<file path="config.mk">
export PLATFORM = sky130hd
export DESIGN_NAME = dom_shared_mul_gf2n
export DESIGN_NICKNAME = d
export VERILOG_FILES = /design/src/rtl/dom_gf_pkg.sv /design/src/rtl/dom_gf2n_term_reg.sv /design/src/rtl/dom_shared_mul_gf2n.sv
export SDC_FILE = /design/constraint.sdc
export NUM_CORES = 1
export LEC_CHECK = 0
export CAP_MARGIN = 20
export CORE_MARGIN = 2
export CORE_UTILIZATION = 40
export CTS_BUF_LIST = sky130_fd_sc_hd__clkbuf_16
export DETAILED_ROUTE_END_ITERATION = 7
export DONT_BUFFER_PORTS = 1
export PLACE_DENSITY = 0.58
export SYNTH_ARGS = -nofsm -noshare
export SYNTH_HDL_FRONTEND = slang
export SYNTH_SLANG_ARGS = --single-unit
</file>
<file path="constraint.sdc">
create_clock -name ClkxCI -period 1.5 [get_ports ClkxCI]
set_input_delay 0.3 -clock ClkxCI [delete_from_list [all_inputs] [get_ports ClkxCI]]
set_output_delay 0.3 -clock ClkxCI [all_outputs]
set_load 0.02 [all_outputs]
</file>
<file path="src/rtl/dom_gf_pkg.sv">
// Shared GF(2^N) helpers for the DOM masked multiplier: field multiply,
// share-pair enumeration and randomness-width formula.
package dom_gf_pkg;

   localparam int MAX_N      = 8;
   localparam int MAX_SHARES = 5;

   function automatic int z_width(input int n, input int shares);
      return n * shares * (shares - 1) / 2;
   endfunction

   // Pairs (i,j), i<j, enumerated row by row: (0,1),(0,2)..(0,S-1),(1,2)...
   function automatic int pair_index(input int i, input int j, input int shares);
      int lo;
      int hi;
      int p;
      lo = (i < j) ? i : j;
      hi = (i < j) ? j : i;
      p  = 0;
      for (int k = 0; k < MAX_SHARES; k++) begin
         if (k < lo) p += shares - 1 - k;
      end
      return p + hi - lo - 1;
   endfunction

   // Polynomial-basis multiply; the x^n bit of poly is implied by the shifted-out MSB.
   function automatic logic [MAX_N-1:0] gf_mul(input logic [MAX_N-1:0] a,
                                               input logic [MAX_N-1:0] b,
                                               input int n,
                                               input int poly);
      logic [MAX_N-1:0] ones;
      logic [MAX_N-1:0] mask;
      logic [MAX_N-1:0] top;
      logic [MAX_N-1:0] red;
      logic [MAX_N-1:0] acc;
      logic [MAX_N-1:0] sh;
      logic [MAX_N-1:0] bb;
      ones = '1;
      mask = ~(ones << n);
      top  = mask ^ (mask >> 1);
      red  = MAX_N'(poly) & mask;
      acc  = '0;
      sh   = a & mask;
      bb   = b;
      for (int k = 0; k < MAX_N; k++) begin
         if (k < n) begin
            if (bb[0]) acc ^= sh;
            bb = bb >> 1;
            if ((sh & top) != '0) sh = ((sh << 1) & mask) ^ red;
            else                  sh = (sh << 1) & mask;
         end
      end
      return acc;
   endfunction

endpackage

</file>
<file path="src/rtl/dom_gf2n_term_reg.sv">
// One registered GF(2^N) product term, optionally blinded with a fresh Z,
// with load enable and synchronous active-high reset.
module dom_gf2n_term_reg
   import dom_gf_pkg::*;
#(
   parameter int N     = 2,
   parameter int POLY  = 7,
   parameter bit USE_Z = 1'b1
) (
   input  logic         clk,
   input  logic         rst,
   input  logic         en,
   input  logic [N-1:0] a,
   input  logic [N-1:0] b,
   input  logic [N-1:0] z,
   output logic [N-1:0] q
);

   logic [N-1:0] prod;

   always_comb begin
      prod = N'(gf_mul(MAX_N'(a), MAX_N'(b), N, POLY)) ^ (USE_Z ? z : '0);
   end

   always_ff @(posedge clk) begin
      if (rst)     q <= '0;
      else if (en) q <= prod;
   end

endmodule

</file>
<file path="src/rtl/dom_shared_mul_gf2n.sv">
// d-th order DOM-indep masked GF(2^N) multiplier with valid tracking and stall.
// Optional macro DOM_UNMASKED_CHECK_EN adds UnmaskedQxDO and a reference-product assertion.
module dom_shared_mul_gf2n
   import dom_gf_pkg::*;
#(
   parameter int N       = 2,
   parameter int POLY    = 7,
   parameter int SHARES  = 2,
   parameter int OUT_REG = 0,
   localparam int ZW     = z_width(N, SHARES)
) (
   input  logic                ClkxCI,
   input  logic                RstxRI,
   input  logic                EnxSI,
   input  logic                InValidxSI,
   input  logic [N*SHARES-1:0] _XxDI,
   input  logic [N*SHARES-1:0] _YxDI,
   input  logic [ZW-1:0]       _ZxDI,
   output logic                OutValidxSO,
   output logic [N*SHARES-1:0] _QxDO
`ifdef DOM_UNMASKED_CHECK_EN
   ,
   output logic [N-1:0]        UnmaskedQxDO
`endif
);

   localparam int LAT = 1 + ((OUT_REG != 0) ? 1 : 0);

   if (N < 2 || N > MAX_N) begin : g_bad_n
      $error("dom_shared_mul_gf2n: N must be in 2..8");
   end
   if (((POLY >> N) & 1) == 0) begin : g_bad_poly
      $error("dom_shared_mul_gf2n: POLY must contain the x^N term");
   end
   if (SHARES < 2 || SHARES > MAX_SHARES) begin : g_bad_shares
      $error("dom_shared_mul_gf2n: SHARES must be in 2..5");
   end

   logic [N-1:0]        term_q [SHARES][SHARES];
   logic [N*SHARES-1:0] q_comp;
   logic [LAT-1:0]      vld_pipe;

   // Every term, cross terms especially, is registered so the compression
   // below never sees glitching, unblinded partial products.
   for (genvar i = 0; i < SHARES; i++) begin : g_row
      for (genvar j = 0; j < SHARES; j++) begin : g_col
         if (i == j) begin : g_inner
            dom_gf2n_term_reg #(.N(N), .POLY(POLY), .USE_Z(1'b0)) u_term (
               .clk (ClkxCI),
               .rst (RstxRI),
               .en  (EnxSI),
               .a   (_XxDI[i*N +: N]),
               .b   (_YxDI[j*N +: N]),
               .z   ('0),
               .q   (term_q[i][j])
            );
         end else begin : g_cross
            localparam int P = pair_index(i, j, SHARES);
            dom_gf2n_term_reg #(.N(N), .POLY(POLY), .USE_Z(1'b1)) u_term (
               .clk (ClkxCI),
               .rst (RstxRI),
               .en  (EnxSI),
               .a   (_XxDI[i*N +: N]),
               .b   (_YxDI[j*N +: N]),
               .z   (_ZxDI[P*N +: N]),
               .q   (term_q[i][j])
            );
         end
      end
   end

   always_comb begin
      q_comp = '0;
      for (int i = 0; i < SHARES; i++) begin
         for (int j = 0; j < SHARES; j++) begin
            q_comp[i*N +: N] ^= term_q[i][j];
         end
      end
   end

   if (OUT_REG != 0) begin : g_out_reg
      logic [N*SHARES-1:0] q_reg;
      always_ff @(posedge ClkxCI) begin
         if (RstxRI)     q_reg <= '0;
         else if (EnxSI) q_reg <= q_comp;
      end
      assign _QxDO = q_reg;
   end else begin : g_out_comb
      assign _QxDO = q_comp;
   end

   always_ff @(posedge ClkxCI) begin
      if (RstxRI) begin
         vld_pipe <= '0;
      end else if (EnxSI) begin
         vld_pipe[0] <= InValidxSI;
         for (int k = 1; k < LAT; k++) vld_pipe[k] <= vld_pipe[k-1];
      end
   end

   assign OutValidxSO = vld_pipe[LAT-1];

`ifdef DOM_UNMASKED_CHECK_EN
   logic [N-1:0] x_plain;
   logic [N-1:0] y_plain;
   logic [N-1:0] q_plain;
   logic [N-1:0] x_dly [LAT];
   logic [N-1:0] y_dly [LAT];

   always_comb begin
      x_plain = '0;
      y_plain = '0;
      q_plain = '0;
      for (int i = 0; i < SHARES; i++) begin
         x_plain ^= _XxDI[i*N +: N];
         y_plain ^= _YxDI[i*N +: N];
         q_plain ^= _QxDO[i*N +: N];
      end
   end

   assign UnmaskedQxDO = q_plain;

   // Unmasked operands travel alongside the data so the reference lines up with Q.
   always_ff @(posedge ClkxCI) begin
      if (RstxRI) begin
         for (int k = 0; k < LAT; k++) begin
            x_dly[k] <= '0;
            y_dly[k] <= '0;
         end
      end else if (EnxSI) begin
         x_dly[0] <= x_plain;
         y_dly[0] <= y_plain;
         for (int k = 1; k < LAT; k++) begin
            x_dly[k] <= x_dly[k-1];
            y_dly[k] <= y_dly[k-1];
         end
      end
   end

   always @(posedge ClkxCI) begin
      if (!RstxRI && OutValidxSO) begin
         assert (q_plain == N'(gf_mul(MAX_N'(x_dly[LAT-1]), MAX_N'(y_dly[LAT-1]), N, POLY)))
            else $error("dom_shared_mul_gf2n: unmasked product differs from reference");
      end
   end
`endif

endmodule

</file>
==> flow_summary.toml <==
[outcome]
status = "completed"

[route]
drtIter0Drc = 15
vias = 507
first_pass_iters = 4
highest_layer = "met4"
vias_per_cell = 5.90
postRouteAntennaNets = 0
drc = 0
wl_met3_um = 112
routedWlPerCell_um = 13.7
wl_met1_um = 523
wl_met2_um = 529
wl_um = 1180

[worst_setup_path]
crit_buf_inv = 0
critPathMaxStageDelay_ps = 390
crit_chain = "xor2_1"
crit_type = "flip-flop to output pin"
worstPathArrival_ps = 970
cp.required_ps = 1200
cp-end-kind = "output pin"
critPathLaunch = "g_row[0].g_col[0].g_inner.u_term.q[0]"
rr_startpoint = "g_row[1].g_col[1].g_inner.u_term.q[1]"
path_max_fanout = 2
start_kind = "flip-flop"
slowest_stage = "xor2_1"
r2r_setup_slack_ps = 800
crit_family = "XOR/XNOR gates"

[global_routing]
grt_antenna_before_repair = 0
grt_pass1_wl_um = 2080
gr-total-overflow = 0
grt_usage_pct = 14.9
grt_pass1_vias = 472
grt_start_max_net_pins = 17

[synthesis]
syn_area_per_cell_sq_um = 9.20
yosys_warnings = 0
yosys.cell_types.count = 27
ys_seq_elements = 9
synth_area_sq_um = 626
syn_inst = 68
ys_seq_area_share_pct = 28.8
synth_fp_nets = 82

[clock_network]
h-tree-depth = 1
clk_latency_ps = 230
cts.clk_slew.worst_paths_ps = 40
cts_setup_buffers = 0
cts_resized = 0
ctsHoldBuffers = 0
cts_tree = "yes"
clkSinkCount = 9
cts_buffer_depth = 2
root_buffer = "clkbuf_16"
numCtsBuffers = 3

[timing]
rsz0062_at_grt = "false"
slew_headroom_pct = 69.6
finalClockSkew_ps = 0
finalMaxSlewViolations = 0
fin_setup_tns_ps = 0
setup_viol = 0
hold_viol_final = 0
worst_slack_ps = 232
min_period_ps = 1270
max_slew.worst_pin.slew_ps = 455
timing.final.crit_share_pct = 84.6
fmax_mhz = 788

[cells_and_area]
final_cells = 86
drive_gt1_share_pct = 10.0
final_cell_mix = "9 x dfxtp_1, 9 x nand2_1, 5 x nand2b_1, 5 x nor2_1"
synthToLayoutAreaGrowth_pct = 14.4
fin_area_sq_um = 716
nNetsFinal = 85
antenna_cells = 0

[power]
peakVddDrop_uv = 438
design_power_total_w = 0.000845
p_leak_nw = 0.310
p_per_area_mw_per_mm2 = 1180

[placed_design]
dpl_cell_area_sq_um = 637
io_buffers = 0
post-place-ws_ps = 346
hpwl_um = 916
routabilityCongestion = 0.669
place_inst = 82

[hold_path]
hp-class = "input pin to flip-flop"
min-delay-start = "RstxRI"

[floorplanning]
core_area_sq_mm = 0.00149
die_w_um = 43.5
initial_core_util_pct = 42.0
die_h_um = 43.5
ios = 19
std_cell_rows = 14
dieArea_sq_mm = 0.00190

[job]
cap_violations = 0
-- where the power goes --
part / leakage (nW) / total, W / internal, W / switching [W]
Sequential: 0.0745 / 0.000274 / 0.000260 / 0.0000140
Clock: 0.0423 / 0.000452 / 0.000347 / 0.000105
Combinational: 0.193 / 0.000119 / 0.0000624 / 0.0000565
-- stage by stage --
step / hold WS [ps] / util (%)
CTS: 133 / 48.1
global route: 133 / 48.1
floorplan: 447 / -
detailed placement: 375 / 42.8
global placement: 373 / 42.8
finish: 138 / 48.1
-- worst paths after layout --
| check | to | cells after the start |
|---|---|---|
| worst max-delay path | _QxDO[0] | 1 |
| worst min-delay path | g_row[1].g_col[1].g_inner.u_term.q[1] | 1 |
| worst max register to register | g_row[1].g_col[1].g_inner.u_term.q[1] | 2 |
| worst min register to register | g_row[1].g_col[1].g_inner.u_term.q[0] | 2 |
-- routing by layer --
layer	up-vias	global-route usage, %
met4	0	10.9
met3	2	5.42
met2	21	20.9
li1	257	-
met1	227	18.5
met5	-	0
-- area by class of cell --
type | instances | area [sq um]
inverter | 1 | 3.75
clock inverter | 1 | 3.75
clock buffer | 3 | 75.1
tap | 16 | 20.0
multi-input combinational | 56 | 433
sequential | 9 | 180
fill | 144 | 773
-- logic make-up after synthesis --
logic type / share of synthesized area, %
AOI/OAI and AO/OA: 18.8
DFF: 28.8
and+or+nand+nor: 26.6
buffers and inverters: 2.00
muxes: 8.20
xor gates and xnor gates: 15.6
-- synth_stat cells (all sizes together) --
| library cell | count | share of area (%) |
|---|---|---|
| xor2 | 4 | 5.6 |
| mux2i | 1 | 1.6 |
| mux2 | 3 | 6.6 |
| buf | 1 | 0.80 |
| nor3b | 2 | 2.4 |
| nor2 | 5 | 3.0 |
| o221ai | 2 | 2.8 |
| o21ai | 2 | 1.6 |
| or3b | 1 | 1.4 |
| xnor2 | 2 | 2.8 |
| nand2 | 9 | 5.4 |
| dfxtp | 9 | 29 |
| clkbuf | 1 | 0.60 |
| inv | 1 | 0.60 |
| o211ai | 1 | 1.2 |
| and3b | 2 | 2.8 |
| nand3b | 1 | 1.2 |
| and2b | 1 | 1.2 |
| o22ai | 2 | 2.0 |
| a211oi | 4 | 4.8 |
| nor4bb | 2 | 3.2 |
| a311oi | 2 | 2.8 |
| xnor3 | 2 | 7.2 |
| a2111o | 2 | 3.6 |
| nand2b | 5 | 5.0 |
| nor2b | 1 | 1.0 |
Note: power is estimated with default switching activity, not from simulation.
